**src/rtl/clk_pkg.sv**
```systemverilog
// Shared definitions for the slow-clock divider/monitor pair: FSM states and
// default clock rates used to derive the expected slow-clock period.
package clk_pkg;

  typedef enum logic [1:0] {
    IDLE = 2'd0,
    ACQ  = 2'd1,
    LOCK = 2'd2
  } state_t;

  localparam int unsigned SYS_CLK_HZ  = 100_000_000;
  localparam int unsigned SLOW_CLK_HZ = 10;

  // Slow-clock period expressed in system clock cycles.
  function automatic int unsigned calc_exp_period(input int unsigned sys_hz,
                                                  input int unsigned slow_hz);
    return sys_hz / slow_hz;
  endfunction

endpackage

```
**src/rtl/sync_edge_det.sv**
```systemverilog
// Two-flop synchroniser with registered rising-edge pulse. Defining
// SLOWCLK_FILTER_EN inserts a 3-sample glitch filter ahead of the edge detect.
module sync_edge_det (
  input  logic clk,
  input  logic rst,
  input  logic din,
  output logic tick,
  output logic rise_c
);

  logic s1;
  logic s2;
  logic hist;

`ifdef SLOWCLK_FILTER_EN
  logic h1;
  logic h2;
  logic filt_c;

  // Filtered level follows s2 only once three consecutive samples agree.
  always_comb begin
    filt_c = hist;
    if ((s2 == h1) && (h1 == h2)) begin
      filt_c = s2;
    end
    rise_c = filt_c & ~hist;
  end

  always_ff @(posedge clk) begin
    if (rst) begin
      s1   <= 1'b0;
      s2   <= 1'b0;
      h1   <= 1'b0;
      h2   <= 1'b0;
      hist <= 1'b0;
      tick <= 1'b0;
    end else begin
      s1   <= din;
      s2   <= s1;
      h1   <= s2;
      h2   <= h1;
      hist <= filt_c;
      tick <= rise_c;
    end
  end
`else
  always_comb begin
    rise_c = s2 & ~hist;
  end

  always_ff @(posedge clk) begin
    if (rst) begin
      s1   <= 1'b0;
      s2   <= 1'b0;
      hist <= 1'b0;
      tick <= 1'b0;
    end else begin
      s1   <= din;
      s2   <= s1;
      hist <= s2;
      tick <= rise_c;
    end
  end
`endif

endmodule

```
**src/rtl/slowclk_monitor.sv**
```systemverilog
// Slow-clock monitor: TICK per synchronised rising edge, period measurement and
// lock tracking. SLOWCLK_FILTER_EN enables the input glitch filter.
module slowclk_monitor
  import clk_pkg::*;
#(
  parameter int unsigned EXP_PERIOD = calc_exp_period(SYS_CLK_HZ, SLOW_CLK_HZ),
  parameter int unsigned TOL        = 100000,
  parameter int unsigned LOCK_COUNT = 4,
  parameter int unsigned CNT_W      = 24
) (
  input  logic             CLK,
  input  logic             RESET,
  input  logic             SLOWCLK,
  output logic             TICK,
  output logic             LOCKED,
  output logic             LOST,
  output logic [CNT_W-1:0] PERIOD,
  output logic [7:0]       ERR_CNT
);

  localparam int unsigned GOOD_W = $clog2(LOCK_COUNT + 1);
  localparam logic [CNT_W-1:0]  PER_MIN   = CNT_W'(EXP_PERIOD - TOL);
  localparam logic [CNT_W-1:0]  PER_MAX   = CNT_W'(EXP_PERIOD + TOL);
  localparam logic [CNT_W-1:0]  TIMEOUT   = CNT_W'(EXP_PERIOD + TOL + 1);
  localparam logic [GOOD_W-1:0] GOOD_LOCK = GOOD_W'(LOCK_COUNT);

  state_t             state;
  state_t             state_d;
  logic [CNT_W-1:0]   cnt;
  logic [CNT_W-1:0]   cnt_d;
  logic [CNT_W-1:0]   cnt_plus;
  logic [CNT_W-1:0]   period_d;
  logic [GOOD_W-1:0]  good;
  logic [GOOD_W-1:0]  good_d;
  logic [GOOD_W-1:0]  good_inc;
  logic [7:0]         err_d;
  logic               locked_d;
  logic               lost_d;
  logic               rise_c;
  logic               in_tol;
  logic               timeout;
  logic               bad;

  sync_edge_det u_sync (
    .clk    (CLK),
    .rst    (RESET),
    .din    (SLOWCLK),
    .tick   (TICK),
    .rise_c (rise_c)
  );

  // cnt_plus is the elapsed period if an edge lands this cycle.
  always_comb begin
    cnt_plus = (cnt == '1) ? cnt : cnt + CNT_W'(1);
    good_inc = good + GOOD_W'(1);
    in_tol   = (cnt_plus >= PER_MIN) && (cnt_plus <= PER_MAX);
    timeout  = (cnt_plus == TIMEOUT);
  end

  // Next-state, lock tracking and error accounting.
  always_comb begin
    state_d  = state;
    cnt_d    = cnt_plus;
    period_d = PERIOD;
    good_d   = good;
    locked_d = LOCKED;
    lost_d   = 1'b0;
    err_d    = ERR_CNT;
    bad      = 1'b0;

    if (rise_c) begin
      cnt_d    = '0;
      period_d = cnt_plus;
    end

    case (state)
      IDLE: begin
        if (rise_c) begin
          state_d = ACQ;
          good_d  = '0;
        end
      end
      ACQ: begin
        if (rise_c) begin
          if (in_tol) begin
            good_d = good_inc;
            if (good_inc == GOOD_LOCK) begin
              state_d  = LOCK;
              locked_d = 1'b1;
            end
          end else begin
            bad = 1'b1;
          end
        end else if (timeout) begin
          bad   = 1'b1;
          cnt_d = '0;
        end
      end
      LOCK: begin
        if (rise_c) begin
          bad = ~in_tol;
        end else if (timeout) begin
          bad   = 1'b1;
          cnt_d = '0;
        end
      end
      default: begin
        state_d = IDLE;
      end
    endcase

    // Edge-wins priority is implicit: timeout is only considered without an edge.
    if (bad) begin
      good_d = '0;
      err_d  = (ERR_CNT == 8'hFF) ? ERR_CNT : ERR_CNT + 8'd1;
      if (state == LOCK) begin
        state_d  = ACQ;
        locked_d = 1'b0;
        lost_d   = 1'b1;
      end
    end
  end

  always_ff @(posedge CLK) begin
    if (RESET) begin
      state   <= IDLE;
      cnt     <= '0;
      good    <= '0;
      LOCKED  <= 1'b0;
      LOST    <= 1'b0;
      PERIOD  <= '0;
      ERR_CNT <= 8'd0;
    end else begin
      state   <= state_d;
      cnt     <= cnt_d;
      good    <= good_d;
      LOCKED  <= locked_d;
      LOST    <= lost_d;
      PERIOD  <= period_d;
      ERR_CNT <= err_d;
    end
  end

endmodule

```
**config.mk**
```make
export PLATFORM = sky130hd
export DESIGN_NAME = slowclk_monitor
export DESIGN_NICKNAME = d
export VERILOG_FILES = /design/src/rtl/clk_pkg.sv /design/src/rtl/sync_edge_det.sv /design/src/rtl/slowclk_monitor.sv
export SDC_FILE = /design/constraint.sdc
export NUM_CORES = 1
export LEC_CHECK = 0
export CORE_ASPECT_RATIO = 0.6
export CORE_UTILIZATION = 57
export CTS_CLUSTER_DIAMETER = 40
export CTS_CLUSTER_SIZE = 8
export DETAILED_ROUTE_END_ITERATION = 16
export PLACE_DENSITY = 0.82
export SLEW_MARGIN = 20
export SYNTH_ARGS = -nofsm -noshare
export SYNTH_HDL_FRONTEND = slang
export SYNTH_HIERARCHICAL = 1
export SYNTH_SLANG_ARGS = --single-unit
export TNS_END_PERCENT = 100
```
**constraint.sdc**
```tcl
create_clock -name CLK -period 3.5 [get_ports CLK]
set_input_delay 0.7 -clock CLK [delete_from_list [all_inputs] [get_ports CLK]]
set_output_delay 0.7 -clock CLK [all_outputs]
set_load 0.01 [all_outputs]
```
==> flow_summary.toml, run 1 <==
[floorplan]
row_count = 22
pin_count = 38
die_h_um = 64.2
coreArea_um2 = 6170
fp.dieArea_um2 = 6790
fp.dieW_um = 106
start_util_pct = 59.7

[detailed_routing]
vias = 3539
drt_wl_total_mm = 10.0
via_per_inst = 6.12
ant_nets = 0
drt_pass1_iterations = 5
drt_iter0_markers = 244
drc_errors = 0
routedWlPerCell_um = 17.3

[grt]
antenna_found_initial = 0
gr-usage-all-layers_pct = 30.6
grt_overflow_total = 0
grt_max_degree = 43
grt_pass1_wl_mm = 16.0
grt_pass1_vias = 3221

[synth]
synth-seq-area-share_pct = 36.5
synth_cells = 434
synth_edf_count = 0
ys_ff_latch = 67
yosys_warnings = 6
synth_area_leader_cell = "dfxtp_1"
syn_area_um2 = 3680
synth_most_common_cell = "nor2_1"
syn_nets = 446
synth_top_cell_area_share_pct = 36.5
syn_area_per_cell_um2 = 8.48
ys_types = 70
synth.top_cells.by_area = "dfxtp_1 (36%), nor2_1 (7.3%), a211oi_1 (3.7%), a21oi_1 (3.1%), ha_1 (3.1%)"
dominantRegCellSynth = "dfxtp_1"
async_flop_share_pct = 0
yosys-top-cells-count = "nor2_1 (72), dfxtp_1 (67), nand2_1 (27)"

[setup_path]
critPathBufInv = 1
cp-start-kind = "register"
crit_type = "reg2reg"
path_max_fanout = 8
crit_chain = "and4_1 > a21boi_0 > nor4b_1 > o221ai_1 > nor4bb_1 > nand4_1 > nor3_4 > o22ai_2 > buf_12 > or4_1 > a21oi_1"
cpPeakStageDelay_ps = 550
rrSetupSlack_ps = 60
arrival_ps = 3720
cp-end-kind = "register"
critical-path-top-delay-family = "simple AND/OR/NAND/NOR gates"
required_ps = 3780
critical-path-slowest-cell = "or4_1"

[timing]
setup_viol = 0
whs_ps = 470
period_needed_ps = 3440
slew_headroom_pct = 50.6
rsz0062_at_grt = "true"
worst_pin_slew_ps = 739
period_share_pct = 98.2
drv_slew = 0
finalHoldViolations = 0
setup_tns_ps = 0
clock_skew_ps = 17.3
fmax_mhz = 291

[placement]
numPortBuffers = 37
place_area_um2 = 4250
dp.cells = 557
gp_congestion = 1.01
dp_hpwl_mm = 6.95

[clock_network]
cts_buffers = 9
cts_sinks = 67
cts-root-buf = "clkbuf_8"
path_clk_slew_ps = 60
h-tree-depth = 3
cts_max_path_buffers = 2
cts_tree = "done"
clk-insertion-delay-late_ps = 370

[outcome]
status = "finished, final reports clean"

[power_and_ir_drop]
seq_power_share_pct = 49.8
powerDensity_nw_per_um2 = 346
pwr-share-clk_pct = 44.4
pwr-share-comb_pct = 5.8
power.switching_mw = 0.349
ir_worst_vdd_uv = 314
swShare_pct = 22.1
internal-power_mw = 1.23
leakage_nw = 1.69

[layout]
post-route-util_pct = 74.3
regArea_um2 = 1350
num_antenna_cells = 0
nNetsFinal = 502
fin_area_um2 = 4580
fill_cells = 464
drive_gt1_share_pct = 18.4
areaGrowthSynthToFinish_pct = 24.4
multi_input_area_um2 = 2210
stdcell_count = 578

[run]
max-cap-violations = 0

[min_path]
hp-class = "reg2reg"
-- layout by cell type, fill, tap and decap left out, types with 10 or more instances in the layout --
cell type / netlist / routed
a211oi_1: 18 / 16
nand3_1: 15 / 14
xnor2_1: 10 / 10
buf_4: 4 / 35
inv_1: 14 / 14
clkbuf_8: 0 / 10
clkdlybuf4s50_1: 0 / 37
nand4_1: 11 / 11
nor2_1: 72 / 72
nand2_1: 27 / 27
a21oi_1: 23 / 22
nor3_1: 13 / 13
dfxtp_1: 67 / 61
-- metal layers --
layer,global-route usage [%],up-vias,part of all wire [%]
li1,-,1697,-
met5,0,-,0
met1,43.5,1636,47
met4,13.5,0,2.3
met2,42.2,183,42
met3,9.39,23,8.3
-- logic make-up after synthesis --
family	Yosys count	synth area share [%]
fa+ha+maj	9	3.06
mux	7	1.97
flops	67	36.5
simple gates	198	30.2
buf+inv	42	5.37
xor+xnor	16	4.42
compound gates	95	18.5
-- cell type report --
type / instances / share of cell area [%]
multi-input combinational: 325 / 48.3
clock buffer: 13 / 3.25
clock inverter: 2 / 1.31
timing repair buffer: 73 / 14.3
tap: 84 / 2.30
inverter: 14 / 1.15
sequential: 67 / 29.5
-- registers in the layout (all words and copies together), names as in the netlist --
signal / flops
ERR_CNT: 8
u_sync/tick: 1
u_sync/hist: 1
LOCKED: 1
cnt: 24
u_sync/s1: 1
state: 2
PERIOD: 24
good: 3
LOST: 1
u_sync/s2: 1
-- repair_timing --
item | CTS | global route
setup endpoints to repair | 2 | 14
hold buffers | 0 | 0
pin swaps | 1 | 7
gates resized for setup | 2 | 19
buffers inserted | 0 | 6
-- worst paths after layout --
path	depth (start not counted)	to	startpoint
worst max-delay path	11	ERR_CNT[7]	cnt[7]
worst min-delay path	1	u_sync/s2	u_sync/s1
worst max register to register	11	ERR_CNT[7]	cnt[7]
worst min register to register	1	u_sync/s2	u_sync/s1
-- power by group through the flow --
stage	Clock, mW	Combinational (mW)	Sequential (mW)
2_1_floorplan	0	0.0485	0.807
3_3_place_gp	0	0.0878	0.803
3_5_place_dp	0	0.0900	0.805
4_1_cts	0.713	0.0905	0.787
5_1_grt	0.749	0.0999	0.790
6_report	0.703	0.0920	0.788
-- worst reg2reg max path, delay by kind of cell (launching register included) --
kind            cells  cell delay, ps
compound gates      4             600
buf+inv             1             170
flops               1             470
simple gates        6            2130
-- per-stage QoR --
step	worst slack (ps)	power, mW
final	63.0	1.58
after global routing	-68.7	1.64
after CTS	13.3	1.59
after detailed placement	14.3	0.895
after global placement	108	0.891
after floorplan	253	0.856
Power figures use the tool's default switching activity.
==> run 2, diff against run 1 <==
--- a/config.mk
+++ b/config.mk
@@ -5,9 +5,10 @@
 export SDC_FILE = /design/constraint.sdc
 export NUM_CORES = 1
 export LEC_CHECK = 0
+export CAP_MARGIN = 20
 export CORE_ASPECT_RATIO = 0.6
 export CORE_UTILIZATION = 57
-export CTS_CLUSTER_DIAMETER = 40
+export CTS_CLUSTER_DIAMETER = 30
 export CTS_CLUSTER_SIZE = 8
 export DETAILED_ROUTE_END_ITERATION = 16
 export PLACE_DENSITY = 0.82
==> results of run 2 <==
The final DEF is identical to that of run 1; final timing and power are the same.
==> run 3, diff against run 2 <==
--- a/config.mk
+++ b/config.mk
@@ -11,6 +11,7 @@
 export CTS_CLUSTER_DIAMETER = 30
 export CTS_CLUSTER_SIZE = 8
 export DETAILED_ROUTE_END_ITERATION = 16
+export GPL_ROUTABILITY_DRIVEN = 1
 export PLACE_DENSITY = 0.82
 export SLEW_MARGIN = 20
 export SYNTH_ARGS = -nofsm -noshare
==> results of run 3 <==
The final DEF is identical to that of run 1; final timing and power are the same.
